File: config.mk
export PLATFORM = sky130hd
export DESIGN_NAME = lohi_muldiv_unit
export DESIGN_NICKNAME = d
export VERILOG_FILES = /design/src/rtl/muldiv_pkg.sv /design/src/rtl/div_step.sv /design/src/rtl/lohi_muldiv_unit.sv
export SDC_FILE = /design/constraint.sdc
export NUM_CORES = 1
export LEC_CHECK = 0
export CORE_MARGIN = 2
export CORE_UTILIZATION = 50
export CTS_BUF_LIST = sky130_fd_sc_hd__clkbuf_16
export DETAILED_ROUTE_END_ITERATION = 7
export PLACE_DENSITY_LB_ADDON = 0.08
export SLEW_MARGIN = 25
export SYNTH_ARGS = -nofsm -noshare
export SYNTH_HDL_FRONTEND = slang
export SYNTH_SLANG_ARGS = --single-unit
File: constraint.sdc
create_clock -name clk -period 7.5 [get_ports clk]
set_input_delay 1.125 -clock clk [delete_from_list [all_inputs] [get_ports clk]]
set_output_delay 1.125 -clock clk [all_outputs]
set_load 0.05 [all_outputs]
File: src/rtl/muldiv_pkg.sv
// muldiv_pkg: shared definitions for the LO/HI multiply/divide unit.
//   - op encodings driven on op_i by the execute stage
//   - FSM state encoding
//   - MULDIV_LATENCY: cycles from start to LO/HI write on the iterative path
package muldiv_pkg;

    localparam int unsigned DATA_BITS_DEFAULT = 32;

    localparam logic [1:0] OP_MULT  = 2'd0;
    localparam logic [1:0] OP_MULTU = 2'd1;
    localparam logic [1:0] OP_DIV   = 2'd2;
    localparam logic [1:0] OP_DIVU  = 2'd3;

    typedef enum logic [1:0] {
        StIdle = 2'd0,
        StCalc = 2'd1,
        StFix  = 2'd2
    } muldiv_state_e;

    // One radix-2 step per operand bit, plus the sign-fix/writeback cycle.
    function automatic int unsigned muldiv_latency(input int unsigned bits);
        return bits + 1;
    endfunction

    localparam int unsigned MULDIV_LATENCY = muldiv_latency(DATA_BITS_DEFAULT);

endpackage

File: src/rtl/div_step.sv
// div_step: one combinational restoring-division step.
//   rem_i          partial remainder before the step
//   dividend_bit_i next dividend bit shifted into the remainder
//   divisor_i      divisor (unsigned magnitude)
//   rem_o          partial remainder after the step
//   q_bit_o        quotient bit produced by the step
module div_step
    import muldiv_pkg::*;
#(
    parameter int unsigned DATA_BITS = 32
) (
    input  logic [DATA_BITS-1:0] rem_i,
    input  logic                 dividend_bit_i,
    input  logic [DATA_BITS-1:0] divisor_i,
    output logic [DATA_BITS-1:0] rem_o,
    output logic                 q_bit_o
);

    logic [DATA_BITS:0]   shifted;
    logic [DATA_BITS-1:0] diff;

    always_comb begin
        shifted = {rem_i, dividend_bit_i};
        q_bit_o = (shifted >= {1'b0, divisor_i});
        // When the subtract is taken the result is below the divisor, so the
        // low word of the difference is exact.
        diff    = shifted[DATA_BITS-1:0] - divisor_i;
        rem_o   = q_bit_o ? diff : shifted[DATA_BITS-1:0];
    end

endmodule

File: src/rtl/lohi_muldiv_unit.sv
// lohi_muldiv_unit: iterative multiply/divide unit owning the LO/HI registers.
//   clk, rst_n      clock, asynchronous active-low reset
//   start_i, op_i   launch MULT/MULTU/DIV/DIVU (ignored while busy_o)
//   a_i, b_i        rs / rt operands; a_i is also the MTLO/MTHI data
//   mtlo_i, mthi_i  move a_i into LO / HI when idle (dropped if start_i)
//   busy_o          operation in flight, LO/HI stale
//   done_o          one-cycle pulse after LO/HI take a result
//   lo_o, hi_o      LO / HI registers
// Optional feature: define LOHI_FAST_MULT_EN for single-cycle MULT/MULTU.
module lohi_muldiv_unit
    import muldiv_pkg::*;
#(
    parameter int unsigned DATA_BITS = 32
) (
    input  logic                 clk,
    input  logic                 rst_n,
    input  logic                 start_i,
    input  logic [1:0]           op_i,
    input  logic [DATA_BITS-1:0] a_i,
    input  logic [DATA_BITS-1:0] b_i,
    input  logic                 mtlo_i,
    input  logic                 mthi_i,
    output logic                 busy_o,
    output logic                 done_o,
    output logic [DATA_BITS-1:0] lo_o,
    output logic [DATA_BITS-1:0] hi_o
);

    localparam int unsigned    W2      = 2 * DATA_BITS;
    localparam int unsigned    CntW    = $clog2(DATA_BITS);
    localparam logic [CntW-1:0] CntLast = CntW'(DATA_BITS - 1);
    localparam logic [CntW-1:0] CntOne  = CntW'(1);

    muldiv_state_e state_q, state_d;

    logic [CntW-1:0]      cnt_q, cnt_d;
    logic [W2-1:0]        acc_q, acc_d;    // mult: {partial, multiplier}; div: {rem, dividend/quo}
    logic [DATA_BITS-1:0] opnd_q, opnd_d;  // multiplicand or divisor magnitude
    logic                 is_div_q, is_div_d;
    logic                 sign_a_q, sign_a_d;
    logic                 sign_b_q, sign_b_d;
    logic [DATA_BITS-1:0] lo_q, lo_d;
    logic [DATA_BITS-1:0] hi_q, hi_d;
    logic                 done_q, done_d;

    logic                 signed_op, neg_a, neg_b;
    logic [DATA_BITS-1:0] abs_a, abs_b;
    logic [DATA_BITS-1:0] mul_addend;
    logic [DATA_BITS:0]   mul_sum;
    logic [DATA_BITS-1:0] div_rem;
    logic                 div_qbit;
    logic [W2-1:0]        prod_fix;
    logic [DATA_BITS-1:0] quo_raw, rem_raw, quo_fix, rem_fix;
    logic [W2-1:0]        fast_prod;
    logic                 fast_hit;

`ifdef LOHI_FAST_MULT_EN
    logic [W2-1:0] fast_a, fast_b;
    // Sign-extend for MULT; the low 2N bits of the product are then exact.
    assign fast_a    = (op_i == OP_MULT) ? {{DATA_BITS{a_i[DATA_BITS-1]}}, a_i}
                                         : {{DATA_BITS{1'b0}}, a_i};
    assign fast_b    = (op_i == OP_MULT) ? {{DATA_BITS{b_i[DATA_BITS-1]}}, b_i}
                                         : {{DATA_BITS{1'b0}}, b_i};
    assign fast_prod = fast_a * fast_b;
    assign fast_hit  = start_i && !op_i[1];
`else
    assign fast_prod = '0;
    assign fast_hit  = 1'b0;
`endif

    // Operand magnitudes for the unsigned iterative datapath.
    assign signed_op = (op_i == OP_MULT) || (op_i == OP_DIV);
    assign neg_a     = signed_op & a_i[DATA_BITS-1];
    assign neg_b     = signed_op & b_i[DATA_BITS-1];
    assign abs_a     = neg_a ? -a_i : a_i;
    assign abs_b     = neg_b ? -b_i : b_i;

    // Shift-add multiply step.
    assign mul_addend = acc_q[0] ? opnd_q : '0;
    assign mul_sum    = {1'b0, acc_q[W2-1:DATA_BITS]} + {1'b0, mul_addend};

    div_step #(
        .DATA_BITS(DATA_BITS)
    ) u_div_step (
        .rem_i         (acc_q[W2-1:DATA_BITS]),
        .dividend_bit_i(acc_q[DATA_BITS-1]),
        .divisor_i     (opnd_q),
        .rem_o         (div_rem),
        .q_bit_o       (div_qbit)
    );

    // Sign correction. Divide-by-zero leaves |a| in the remainder, so the
    // dividend-sign fix restores the raw a for HI.
    assign prod_fix = (sign_a_q ^ sign_b_q) ? -acc_q : acc_q;
    assign quo_raw  = acc_q[DATA_BITS-1:0];
    assign rem_raw  = acc_q[W2-1:DATA_BITS];
    assign quo_fix  = (opnd_q == '0) ? '1 : ((sign_a_q ^ sign_b_q) ? -quo_raw : quo_raw);
    assign rem_fix  = sign_a_q ? -rem_raw : rem_raw;

    // State register.
    always_ff @(posedge clk or negedge rst_n) begin
        if (!rst_n) begin
            state_q <= StIdle;
        end else begin
            state_q <= state_d;
        end
    end

    // Next-state logic.
    always_comb begin
        state_d = state_q;
        unique case (state_q)
            StIdle:  if (start_i && !fast_hit) state_d = StCalc;
            StCalc:  if (cnt_q == CntLast) state_d = StFix;
            StFix:   state_d = StIdle;
            default: state_d = StIdle;
        endcase
    end

    // FSM outputs.
    always_comb begin
        busy_o = (state_q != StIdle);
    end

    assign done_o = done_q;
    assign lo_o   = lo_q;
    assign hi_o   = hi_q;

    // Datapath next-state.
    always_comb begin
        cnt_d    = cnt_q;
        acc_d    = acc_q;
        opnd_d   = opnd_q;
        is_div_d = is_div_q;
        sign_a_d = sign_a_q;
        sign_b_d = sign_b_q;
        lo_d     = lo_q;
        hi_d     = hi_q;
        done_d   = 1'b0;
        unique case (state_q)
            StIdle: begin
                if (fast_hit) begin
                    lo_d   = fast_prod[DATA_BITS-1:0];
                    hi_d   = fast_prod[W2-1:DATA_BITS];
                    done_d = 1'b1;
                end else if (start_i) begin
                    cnt_d    = '0;
                    is_div_d = op_i[1];
                    sign_a_d = neg_a;
                    sign_b_d = neg_b;
                    if (op_i[1]) begin
                        acc_d  = {{DATA_BITS{1'b0}}, abs_a};
                        opnd_d = abs_b;
                    end else begin
                        acc_d  = {{DATA_BITS{1'b0}}, abs_b};
                        opnd_d = abs_a;
                    end
                end else begin
                    if (mtlo_i) lo_d = a_i;
                    if (mthi_i) hi_d = a_i;
                end
            end
            StCalc: begin
                cnt_d = cnt_q + CntOne;
                if (is_div_q) begin
                    acc_d = {div_rem, acc_q[DATA_BITS-2:0], div_qbit};
                end else begin
                    acc_d = {mul_sum, acc_q[DATA_BITS-1:1]};
                end
            end
            StFix: begin
                cnt_d  = '0;
                done_d = 1'b1;
                lo_d   = is_div_q ? quo_fix : prod_fix[DATA_BITS-1:0];
                hi_d   = is_div_q ? rem_fix : prod_fix[W2-1:DATA_BITS];
            end
            default: ;
        endcase
    end

    always_ff @(posedge clk or negedge rst_n) begin
        if (!rst_n) begin
            cnt_q    <= '0;
            acc_q    <= '0;
            opnd_q   <= '0;
            is_div_q <= 1'b0;
            sign_a_q <= 1'b0;
            sign_b_q <= 1'b0;
            lo_q     <= '0;
            hi_q     <= '0;
            done_q   <= 1'b0;
        end else begin
            cnt_q    <= cnt_d;
            acc_q    <= acc_d;
            opnd_q   <= opnd_d;
            is_div_q <= is_div_d;
            sign_a_q <= sign_a_d;
            sign_b_q <= sign_b_d;
            lo_q     <= lo_d;
            hi_q     <= hi_d;
            done_q   <= done_d;
        end
    end

endmodule

# After elaboration in Yosys (flattened, before gate mapping)
# Index checks and enable logic that the tools add are counted.
# classes
addsub	8
n_lt_le_gt_ge	1
eq_ne	9
n_mux	27
bitwise_logic	3
reduce_logical	14
# op_table
cell	count
$mux 32	15
$mux 64	3
$neg 32->32	4
$pmux 32 s2	2
$pmux 64 s2	1
$neg 64->64	1
$add 32x32->33	1
$ge 33x32->1	1
$logic_not 32->1	1
$sub 32x32->32	1
$pmux 5 s3	1
$ne 2x2->1 const B	5
$reduce_and 2->1	4
$reduce_and 3->1	2
$reduce_bool 2->1	3
$add 5x1->5 const B	1
$eq 5x5->1 const B	1
$mux 5	1
$eq 2x2->1 const B	2
$logic_not 2->1	2
$mux 2	2
$pmux 2 s2	1
$reduce_bool 3->1	1
$and 1x1->1	2
4 further kinds	4
# word_totals
reg_bits	171
output_inout_bits	66
word_cells	72

# Logic depth before layout (Yosys ltp)
# Gate-level depths: netlist of run 1.
# logic_depth
ltp_word	7
mapped_depth	14
mapped_depth_nobuf	13

# By module
# A second synthesis of run 1 with hierarchy kept.
# unflattened
hier_cells	1884
area_unflattened_um2	15230.9
# modules_own_cells
mod	n_inst	cells_each	area_each_um2	seq_area_each_um2
lohi_muldiv_unit	1	1561	12899.9	4279.1
div_step	1	323	2331.0	0.0

# Worst setup path before layout of run 1
# OpenSTA, ideal clock, no wires.
# synth_timing
path_type	input to register
start	input a_i[4]
end	register acc_q[23]
t_arrival_ps	3138
required_ps	7363
slack_ps	4225
stages	9
path_buffers	0
path_cell_list	or3_1 or4_4 nor3_4 nand2_1 o31ai_1 xor2_1 a211oi_1 a211oi_1 a21oi_1
# synth_between
elab_chain_len	5
# synth_rtl
element	line	text
start: declaration	lohi_muldiv_unit.sv:19	input logic [DATA_BITS-1:0] a_i,
$neg 32->32	lohi_muldiv_unit.sv:75	assign abs_a = neg_a ? -a_i : a_i;
$mux 32	lohi_muldiv_unit.sv:75	
$mux 32	lohi_muldiv_unit.sv:151	if (op_i[1]) begin
$mux 64	lohi_muldiv_unit.sv:146	end else if (start_i) begin
$pmux 64 s2	lohi_muldiv_unit.sv:140	unique case (state_q)
end signal: assignment	lohi_muldiv_unit.sv:184	acc_q <= '0;
end signal: assignment	lohi_muldiv_unit.sv:194	acc_q <= acc_d;
end: declaration	lohi_muldiv_unit.sv:37	logic [W2-1:0] acc_q, acc_d;
# No other way between the ends. The select of a mux whose other input is x is not followed.
# A chain may end at the register's enable or synchronous reset.

# Final worst setup path of run 1
# layout_timing
start	register acc_q[35]
end	register acc_q[53]
# layout_between
elab_chain_len	4
elab_cells_between_ends	6
cone_classes	add/sub (2); order compare (1); mux (3)
# layout_rtl
element	line	text
$sub 32x32->32 / $ge 33x32->1 (equally long branches)	div_step.sv:27, div_step.sv:24	
$mux 32	div_step.sv:28	rem_o = q_bit_o ? diff : shifted[DATA_BITS-1:0];
$mux 64 *	lohi_muldiv_unit.sv:165	if (is_div_q) begin
$pmux 64 s2 *	lohi_muldiv_unit.sv:140	
# Mark *: on every way between the ends. The rest lies on a longest branch, timed or not.

==> results.md, run 1 <==
* Outcome: complete, no violations
* PwrDens at roughly 560 nW/um^2
* Initial antenna violation count at 0
* Worst r2r src: acc_q[35]
* Hold slack at a little under 0.5 ns
* Slew Viols, Final at 0
* RSZ-0062 raised after global routing: no
* All-Layer GR Usage at 0.327
* Synthesized net count at a little under 2000
* Initial Util at 0.511
* Routed WL per cell at between 20 and 25 um
* Root buf cell: clkbuf_16
* WP data required at ~7.8 ns
* Final Setup Violations at 0
* TritonCTS clock tree: yes
* Slew @ Worst Pin at between 1 and 1.5 ns
* Mapped Cells at 1835
* Hold WC Path Type: flip-flop to flip-flop
* Number of routed nets with antenna violations at 0
* R2R Setup Slk at around 3.5 ns
* Drt pass-1 iters at 5
* Final net count at a little over 2000
* Worst Hold Path Cells at 2
* CP max FO at 32
* Synth Cell Area at between 10000 and 15000 um^2
* Cell leakage power at between 0.007 and 0.008 uW
* GRT overflow at 0
* Die height at 176 um
* Clock-pin slew on the worst setup and hold paths at about 0.070 ns
* Clock Latency Late Sink at between 0.4 and 0.5 ns
* TritonCTS Buffers at 17
* Critical path capture point type: flip-flop
* Chip width at around 180 um
* Async set-or-reset flop fraction in the synthesized netlist at 1.00
* Sequential element share of the synthesized area at 0.290
* Share of cells above drive strength 1 at 0.0504
* Initial drt markers at approximately 1500
* Worst Hold End: opnd_q[4]
* H-tree levels at 4
* Vias at 14700
* Final Hold Vio Count at 0
* Vias in the first global route at about 14000
* Most used DFF post-synth: dfrtp_1
* # diodes at 0
* Yosys reg bits at 171
* Post-cts repair resize count at 0
* Post-DR vias/cell at about 6.4
* Avg Inst Size Synth at ~8 um^2
* Clock tree buffer depth at 2
* Worst R2R End: acc_q[53]
* Post-DP HPWL at between 30 and 40 mm
* WL final at 51.1 mm
* First-pass GRT wire length at 78.5 mm
* Setup Buffers After CTS at 0
* Routability Congestion at roughly 0.97
* Fillers at between 2000 and 3000
* Die ar. at 30900 um^2
* Max VDD drop at between 200 and 300 uV
* Cell variety after synth at between 80 and 90
* Site row count at a little over 60
* Ys Warns at 0
* Max capacitance violation total at 0
* Clock sinks at between 150 and 200
* R2R cell count at 11
* Residual DRC count at 0
* WP data arrival at 4.37 ns
* Clock skew at ~0.012 ns
* Port bufs at roughly 140
* Core footprint at between 20000 and 30000 um^2
* Fin crit share at 0.539
* Min Tclk post-route at between 4 and 5 ns
* Hold buffers post-CTS at 0
* Fmax at 0.247 GHz
* Number of enable flip-flop cells after synthesis at 0
* IO Count at 137
* Largest net degree at the start of global routing at roughly 100
* CP startpoint kind: flip-flop
* Crit Path Class: flip-flop to flip-flop
* Setup TNS at 0 ns
* Hold path start: opnd_q[4]
* Slew headroom at 0.284
* Area Growth Syn to Fin at 14.6%
==> placed cells by master (no fill, tap or decap), types with 18 or more instances in the layout <==
cell | netlist | final
a22oi_1 | 45 | 45
clkdlybuf4s50_1 | 0 | 134
nor4_1 | 18 | 18
xnor2_1 | 102 | 101
mux2i_1 | 49 | 49
a31oi_1 | 28 | 28
inv_1 | 77 | 78
o21ai_0 | 149 | 149
buf_4 | 4 | 21
o211ai_1 | 31 | 31
a21o_1 | 37 | 37
ha_1 | 70 | 70
a21oi_1 | 191 | 191
a211oi_1 | 57 | 57
nand3_1 | 25 | 25
nor3_1 | 42 | 42
nand2b_1 | 22 | 21
dfrtp_1 | 171 | 170
nor2_1 | 172 | 172
nand2_1 | 129 | 128
a221o_1 | 35 | 35
xor2_1 | 74 | 73
==> layer usage <==
metal	vias to the layer above	track usage	part of all wire
li1	6821	-	-
met4	0	0.0978	0.028
met3	83	0.0400	0.080
met5	-	0	0
met1	7057	0.455	0.43
met2	727	0.532	0.46
==> state kept, by name, indices dropped and copies added, names as in the netlist, 2 cells and up <==
signal   cells
cnt_q        5
lo_o        32
state_q      2
hi_o        32
acc_q       64
opnd_q      32
==> critical path, stage by stage (launching register included) <==
cell and delay, ns:
dfrtp_1 0.51, ha_1 0.51, or2_2 0.16, a31oi_1 0.07
a21o_1 0.24, o31a_1 0.40, o311a_1 0.48, o21ai_4 0.42
buf_4 0.50, mux2i_1 0.23, nor2_1 0.07, a221o_1 0.31
==> cell usage after synthesis (11+ instances only) <==
| master | instances | area (um^2) |
|---|---|---|
| dfrtp_1 | 171 | 4280 |
| or4_1 | 11 | 82.6 |
| clkbuf_1 | 90 | 338 |
| nor3_1 | 42 | 210 |
| o21ai_0 | 149 | 746 |
| mux2i_1 | 49 | 490 |
| nand4_1 | 13 | 81.3 |
| nand2_1 | 129 | 484 |
| o211ai_1 | 31 | 233 |
| nand2b_1 | 22 | 138 |
| a22oi_1 | 45 | 338 |
| xnor2_1 | 102 | 893 |
| nand3_1 | 25 | 125 |
| nor2_1 | 172 | 646 |
| nor4_1 | 18 | 113 |
| a21o_1 | 37 | 278 |
| a221o_1 | 35 | 350 |
| a21oi_1 | 191 | 956 |
| buf_1 | 16 | 60.1 |
| o31ai_1 | 17 | 128 |
| inv_1 | 77 | 289 |
| xor2_1 | 74 | 648 |
| a31oi_1 | 28 | 175 |
| ha_1 | 70 | 876 |
| and3_1 | 15 | 93.8 |
| and2_1 | 12 | 75.1 |
| a211oi_1 | 57 | 428 |
==> worst max-delay path by stage <==
stage               startpoint        end  slack (ns)  cells after the start
floorplan               a_i[4]  acc_q[23]        4.23                      9
global placement       a_i[12]  acc_q[26]        3.28                     10
detailed placement     a_i[12]  acc_q[26]        3.24                     10
CTS                   acc_q[0]  acc_q[60]        3.24                     12
global route          acc_q[0]  acc_q[60]        3.23                     12
finish               acc_q[35]  acc_q[53]        3.45                     11
==> cell type report <==
class | count | area [um^2] | area share
Clock buffer | 17 | 425 | 0.0252
Clock inverter | 15 | 174 | 0.0103
Inverter | 78 | 293 | 0.0173
Multi-Input combinational cell | 1468 | 9740 | 0.576
Sequential cell | 171 | 4280 | 0.253
Tap cell | 384 | 480 | 0.0284
Timing Repair Buffer | 157 | 1520 | 0.0896
==> kinds of logic (layout without fill, tap and decap cells) <==
logic type / after synthesis / in the layout / share of synthesized area
multiplexers: 51 / 51 / 0.0348
adder cells (fa/ha/maj): 72 / 72 / 0.0620
AND/OR/NAND/NOR: 507 / 507 / 0.164
XOR/XNOR: 176 / 176 / 0.104
buffers and inverters: 196 / 267 / 0.0531
AO/OA/AOI/OAI: 662 / 662 / 0.291
flip-flops: 171 / 171 / 0.290
==> through the flow <==
| step | power [uW] | util | instance area [um^2] | setup slack (ns) | std cells |
|---|---|---|---|---|---|
| after floorplan | 6690 | - | 14800 | 4.23 | 1835 |
| after global placement | 8350 | 0.565 | 16300 | 3.28 | 2258 |
| after detailed placement | 8450 | 0.565 | 16300 | 3.24 | 2258 |
| after global routing | 10200 | 0.586 | 16900 | 3.23 | 2290 |
| after CTS | 9410 | 0.586 | 16900 | 3.24 | 2290 |
| final | 9500 | 0.586 | 16900 | 3.45 | 2290 |
==> power breakdown <==
| group | switching [uW] | internal (uW) | leakage, uW |
|---|---|---|---|
| sequential | 636 | 1390 | 0.00206 |
| combinational | 3940 | 2600 | 0.00469 |
| clock | 411 | 525 | 0.000293 |
(Power assumes the default switching activity.)
==> run 2, diff against run 1 <==
- clock period: 7.5 -> 3.3 ns (I/O delays scaled with it)
==> results.md, run 2 (synthesized netlist as in run 1, its figures left out) <==
* Clock Latency Late Sink at approximately 0.45 ns
* Slew Viols, Final at 0
* Clock-pin slew on the worst setup and hold paths at about 0.070 ns
* Clock sinks at 171
* WL final at 54.2 mm
* CP max stage delay at ~0.42 ns
* Final Hold Vio Count at 0
* Hold buffers post-CTS at 0
* Die ar. at between 30000 and 40000 um^2
* Die height at between 150 and 200 um
* WP data arrival at approximately 3.5 ns
* Chip width at about 180 um
* Max capacitance violation total at 0
* CP startpoint kind: flip-flop
* TritonCTS Buffers at 17
* Most frequent cells in the layout: buf_4 (194), a21oi_1 (188), nor2_1 (172)
* Core footprint at around 29000 um^2
* Drt pass-1 iters at 6
* CP cell instances: inv_1 > ha_2 > a21o_2 > nor3_1 > a21o_1 > o31a_1 > o311a_4 > o21ai_4 > buf_12 > mux2i_2 > nand2_1 > a22o_1
* PwrDens at 1280 nW/um^2
* H-tree levels at 4
* Initial drt markers at between 1500 and 2000
* Multi-input logic area at about 10000 um^2
* Final net count at 2214
* Critical path's slowest cell: dfrtp_1
* Largest net degree at the start of global routing at about 100
* Dpl cells at 2429
* Slew @ Worst Pin at roughly 0.96 ns
* First-pass GRT wire length at ~83 mm
* Max reg flops at 64
* IO Count at 137
* Initial antenna violation count at 0
* All-Layer GR Usage at 0.347
* Fin crit share at 0.975
* Port bufs at 136
* Top delay family on crit path: compound AO/OA/AOI/OAI gates
* Root buf cell: clkbuf_16
* Commonest non-fill, non-tap cell in the layout: buf_4
* Hold WC Path Type: input pin to asynchronous set/reset pin
* Worst Path Buf+Inv at 2
* CP max FO at 18
* Critical path capture point type: flip-flop
* Post-DR vias/cell at between 6 and 7
* Clock tree buffer depth at 2
* Residual DRC count at 0
* Placed inst area at around 18000 um^2
* Fillers at between 2000 and 3000
* Final Setup Violations at 0
* TritonCTS clock tree: yes
* Post-DP HPWL at roughly 41 mm
* Final std cells w/o fill at approximately 2500
* PnR Total Power at 23500 uW
* Max VDD drop at 726 uV
* Share of cells above drive strength 1 at 0.138
* R2R Setup Slk at between 0.08 and 0.09 ns
* WP data required at ~3.6 ns
* Slew headroom at 0.363
* Vias in the first global route at 14700
* Final instance area at roughly 18000 um^2
* Top reg by flops: acc_q
* Min Tclk post-route at 3.22 ns
* Hold slack at 0.0233 ns
* Cell leakage power at 0.00791 uW
* Outcome: complete, no violations
* Vias at about 16000
* Initial Util at 0.511
* # diodes at 0
* Routed WL per cell at 22.0 um
* Fmax at around 0.31 GHz
* Number of routed nets with antenna violations at 0
* GRT overflow at 0
* Clock skew at ~0.014 ns
* Reg area at about 4300 um^2
* Area Growth Syn to Fin at 24.4%
* Site row count at 62
* Routability Congestion at 1.00
* Crit Path Class: flip-flop to flip-flop
## run 2: cell types whose count changed in the layout (fill, tap and decap cells not counted), moves of 3 or more
cell / delta
buf_4: +173
buf_12: +4
a31oi_1: -3
a21oi_1: -3
a21oi_2: +3
o21ai_0: -3
## run 2: area by class of cell
class	instances	area share
tap	384	0.0262
multi-input combinational	1468	0.535
timing repair buffer	335	0.158
sequential	171	0.233
clock inverter	14	0.00818
inverter	78	0.0160
clock buffer	17	0.0232
## run 2: final timing paths
kind | end | startpoint | depth (start not counted)
setup / recovery | acc_q[52] | opnd_q[6] | 12
hold / removal | done_o | rst_n | 1
max in group asynchronous | acc_q[25] | rst_n | 2
hold reg to reg | opnd_q[9] | opnd_q[9] | 2
setup reg to reg | acc_q[52] | opnd_q[6] | 12
min in group clk | opnd_q[9] | opnd_q[9] | 2
## run 2: metal layers
layer	up-vias	part of all wire	global-route usage
met5	-	0	0
met4	0	0.034	0.127
met3	114	0.080	0.0459
met2	826	0.46	0.565
met1	7456	0.43	0.472
li1	7206	-	-
## run 2: what timing repair did
action | CTS | global route
buffers inserted | 0 | 7
gates resized for setup | 0 | 25
setup endpoints to repair | 0 | 16
## run 2: report_power, final
group | leakage [uW] | switching (uW) | internal [uW] | total [uW]
clock | 0.000286 | 956 | 1120 | 2070
combinational | 0.00557 | 9990 | 7260 | 17200
sequential | 0.00206 | 1060 | 3160 | 4230
total | 0.00791 | 12000 | 11500 | 23500
## run 2: per-stage QoR
step	TNS, ns	utilization	worst slack, ns
after CTS	0	0.631	0.0119
final	0	0.636	0.0839
after floorplan	0	-	0.166
after global routing	-0.0103	0.636	-0.0103
after detailed placement	0	0.611	0.00542
after global placement	0	0.611	0.0110
==> run 3, diff against run 2 <==
- CORE_MARGIN: 2 -> default
- PLACE_DENSITY: default -> 0.74
- PLACE_DENSITY_LB_ADDON: 0.08 -> default
==> results.md, run 3 (synthesized netlist as in run 1, its figures left out) <==
* Die ar. at between 30000 and 40000 um^2
* Crit Path Class: flip-flop to flip-flop
* Area Growth Syn to Fin at 23.5%
* Routability Congestion at around 1.1
* Drt pass-1 iters at 5
* Initial drt markers at 1966
* Vias at about 16000
* Vias in the first global route at about 15000
* Commonest non-fill, non-tap cell in the layout: a21oi_1
* Multi-input logic area at approximately 9800 um^2
* Number of routed nets with antenna violations at 0
* PnR Total Power at 23300 uW
* WP data arrival at approximately 3.6 ns
* Max VDD drop at approximately 540 uV
* Clock tree buffer depth at 2
* Fin crit share at 0.980
* Outcome: complete, no violations
* Finished Core Util at 0.632
* Max reg flops at 64
* WP data required at 3.64 ns
* Initial Util at 0.511
* CP max FO at 16
* Reg area at 4280 um^2
* IO Count at ~140
* Routed WL per cell at 22.2 um
* Initial antenna violation count at 0
* GRT overflow at 0
* H-tree levels at 4
* Share of cells above drive strength 1 at 0.130
* Final net count at between 2000 and 2500
* Fillers at between 2000 and 3000
* Clock-pin slew on the worst setup and hold paths at around 0.080 ns
* WL final at 54.3 mm
* Min Tclk post-route at about 3.2 ns
* Clock skew at about 0.018 ns
* Largest net degree at the start of global routing at ~100
* Setup Buffers After CTS at 0
* Top reg by flops: acc_q
* Final Setup Violations at 0
* Final Hold Vio Count at 0
* Most frequent cells in the layout: a21oi_1 (186), buf_4 (174), nor2_1 (172)
* Residual DRC count at 0
* Placed inst area at 17500 um^2
* Clock Latency Late Sink at around 0.45 ns
* Post-DR vias/cell at approximately 6.4
* Hold slack at 0.482 ns
* Critical path's slowest cell: dfrtp_1
* Die height at 174 um
* Clock sinks at ~170
* Chip width at between 150 and 200 um
* Post-DP HPWL at 41.4 mm
* Fmax at about 0.31 GHz
* Pre-CTS setup slack at -0.165 ns
* Hold WC Path Type: flip-flop to flip-flop
* Site row count at 62
* RSZ-0062 raised after global routing: yes
* CP startpoint kind: flip-flop
* Root buf cell: clkbuf_16
* Slew headroom at 0.357
* Port bufs at between 100 and 150
* Core footprint at 28900 um^2
* Critical path capture point type: flip-flop
* CP max stage delay at between 0.4 and 0.5 ns
* Cell leakage power at 0.00783 uW
* Final worst setup slack at 0.0660 ns
* Final instance area at between 15000 and 20000 um^2
* PwrDens at 1280 nW/um^2
* Max capacitance violation total at 0
* All-Layer GR Usage at 0.357
* First-pass GRT wire length at 84.6 mm
* CP cell instances: inv_1 > ha_2 > a21o_2 > nor3_1 > a21o_1 > o31a_1 > o311a_4 > o21ai_4 > buf_12 > nor2_2 > a221o_1 > a211o_1
* Slew Viols, Final at 0
* TritonCTS clock tree: yes
* TritonCTS Buffers at 17
* Slew @ Worst Pin at between 0.9 and 1 ns
* # diodes at 0
==> run 3: cell count changes in the layout (fill, tap and decap cells not counted), sizes merged <==
cell,before,now
bufinv,2,3
buf,201,180
clkinv,5,3
dlygate4sd3,0,1
clkinvlp,2,1
inv,83,86
==> run 3: per-layer routing <==
layer | wire length, um | part of all wire | track usage | up-vias
met5 | 0 | 0 | 0 | -
met4 | 3010 | 0.055 | 0.190 | 0
met3 | 5020 | 0.092 | 0.0634 | 178
met2 | 24200 | 0.45 | 0.551 | 885
met1 | 22100 | 0.41 | 0.477 | 7490
li1 | - | - | - | 7154
==> run 3: worst paths after layout <==
check,slack [ns],end,from,depth (start not counted)
worst max-delay path,0.07,acc_q[60],opnd_q[6],12
worst min-delay path,0.48,opnd_q[4],opnd_q[4],2
worst max register to register,0.07,acc_q[60],opnd_q[6],12
worst min register to register,0.48,opnd_q[4],opnd_q[4],2
max in group asynchronous,1.77,is_div_q,rst_n,3
min in group asynchronous,0.52,acc_q[41],rst_n,2
==> run 3: timing repair <==
action | in CTS | in global routing
endpoints found under the setup margin | 1 | 20
pin swaps | 0 | 1
gates resized for setup | 1 | 21
cloned | 0 | 0
endpoints found under the hold margin | 32 | 0
hold buffers | 1 | 0
==> run 3: layout make-up <==
class,instances,share of cell area
clock buffer,17,0.0233
clock inverter,15,0.0110
inverter,78,0.0161
multi-input combinational,1468,0.537
sequential,171,0.235
tap,384,0.0264
timing repair buffer,315,0.151
==> run 3: metrics by stage <==
stage	std cells	TNS [ns]
6_report	2448	0
5_1_grt	2448	-0.0527
4_1_cts	2448	0
3_5_place_dp	2415	-0.758
3_3_place_gp	2415	-0.941
2_1_floorplan	1835	0
==> run 3: power by group <==
part           switching (uW)  leakage (uW)  internal (uW)
logic                    9780       0.00547           7020
registers                1160       0.00206           3160
clock network             993      0.000308           1220
==> run 3: worst max-delay path, delay by kind of cell, from the launching register on <==
| family | cells | cell delay [ns] |
|---|---|---|
| flops | 1 | 0.42 |
| fa+ha+maj | 1 | 0.40 |
| compound gates | 7 | 1.90 |
| simple gates | 2 | 0.10 |
| buf+inv | 2 | 0.31 |
==> RTL edit: new RTL, flow settings as in run 2 <==
`DATA_BITS` is set to 32 in 2 places; all go to 16.
--- a/src/rtl/div_step.sv
+++ b/src/rtl/div_step.sv
@@ -7,7 +7,7 @@
 module div_step
     import muldiv_pkg::*;
 #(
-    parameter int unsigned DATA_BITS = 32
+    parameter int unsigned DATA_BITS = 16
 ) (
     input  logic [DATA_BITS-1:0] rem_i,
     input  logic                 dividend_bit_i,
--- a/src/rtl/lohi_muldiv_unit.sv
+++ b/src/rtl/lohi_muldiv_unit.sv
@@ -10,7 +10,7 @@
 module lohi_muldiv_unit
     import muldiv_pkg::*;
 #(
-    parameter int unsigned DATA_BITS = 32
+    parameter int unsigned DATA_BITS = 16
 ) (
     input  logic                 clk,
     input  logic                 rst_n,
Interface: changed (resized a_i, b_i, hi_o and lo_o); port bits go from 137 to 73. The function was not compared with the original's and may differ.
==> RTL edit against run 2 <==
- clock skew decreased by 0.0054 ns
- count of clock-buffer cells in the layout is 8 lower
- power decreased by 53%
- largest cell class unchanged
- setup slack improved by 0.24 ns
- core utilization decreased by 2.9 points
- sequential cell count shrank 81
- maximum frequency up 7.9%
- area after synthesis fell by 49%
- wire length fell by 57%
- design area is 52% lower
==> RTL edit: results (changes against run 2) <==
metric,value,unit,change
mappedNetlistNets,1003,,-49%
clockBufferCount,9,,-8
muxShareOfSynthArea,4.94,%,+1.5 points
post-place-ws,0.285,ns,+0.279 ns
inv_count,50,,-36%
min_period,2.98,ns,-0.235 ns
route.met3.wl,2070,microns,-52%
tightest_slew,0.803,ns,-0.153 ns
reg2reg_to,acc_q[28],,
clock_skew,0.00900,ns,-0.00537 ns
fin_nets,1068,,-52%
multi_input_area_share,55.3,%,+1.8 points
synth.distinct_cells,63,,-25%
grt_first_pass_wirelength,37000,microns,-56%
wl,23100,microns,-57%
clock_latency,0.36,ns,-0.09 ns
worstPathArrival,3.22,ns,-0.32 ns
hpwl,17900,microns,-56%
powerSeq,2.28,mW,-46%
p_comb_share,68.9,%,-4.3 points
synth.area.top_cells,"dfrtp_1, ha_1, xnor2_1",,
pg_comb,7.57,mW,-56%
synthCells,925,,-50%
ys_seq_area_share,30.0,%,+0.96 points
use_met3,7.34,%,+2.7 points
worst_r2r_path_depth,11,,-1
power.switching,5.57,mW,-54%
use_met1,43.8,%,-3.4 points
cp_max_fo,5,,-13
nNonClkBuffers,102,,-70%
synthXorXnorAreaFrac,9.20,%,-1.2 points
outcome,completed,,
htreeDepth,3,,-1
holdWs,0.172,ns,+0.149 ns
timing.rr.start,acc_q[15],,
port_buffers,72,,-47%
coreArea,14600,sq um,-49%
dr_wl_met2,9850,microns,-61%
power.leakage,3.77,nW,-52%
grt_max_degree,50,,-50%
r2r_slack,0.32,ns,+0.24 ns
stdcell_count,1179,,-52%
gp_congestion,0.937,,-6.3%
cts_sinks,90,,-47%
drt-pass1-iter-count,5,,-1
fill_cells,1353,,-47%
top_layer,met4,,
layout-drive-gt1-share,6.03,%,-7.7 points
fin_util,60.7,%,-2.9 points
via_per_inst,6.16,,-2.6%
grt_usage,29.1,%,-5.5 points
grt.met2_usage,42.1,%,-14 points
multi_input_gates,737,,-50%
largest_register_ffs,32,,-50%
synth_fa_ha_area_share,6.69,%,+0.48 points
ir_drop,0.000688,V,-5.2%
grt_pass1_vias,6711,,-54%
m1WireLength,10800,microns,-53%
==> RTL edit: changes by cell type in the layout (fill, tap and decap cells not counted), sizes merged, moves of 63 or more <==
cell and delta:
buf -170, a21oi -103, nor2 -93, dfrtp -81, o21ai -67, nand2 -65
clkdlybuf4s50 -63
==> RTL edit: timing repair <==
item / in CTS / in global routing
endpoints found under the setup margin: 0 / 1
setup buffers: 0 / 0
hold endpoints to repair: 0 / 0
gates resized for setup: 0 / 1
==> RTL edit: cells by family after synthesis <==
family                     Yosys count
DFF                                 90
AOI/OAI and AO/OA                  330
and+or+nand+nor                    252
buffers and inverters               98
adders and majority gates           39
xor gates and xnor gates            79
muxes                               37
==> RTL edit: worst max-delay path: stages (launching register included) <==
cell and delay [ns]:
dfrtp_1 0.43, inv_1 0.15, ha_1 0.19, inv_1 0.06, fa_1 0.40, a21oi_1 0.23
o2111ai_1 0.27, a2111oi_0 0.52, nor3_1 0.13, xnor2_1 0.16, nor3_1 0.06, a311o_1 0.28
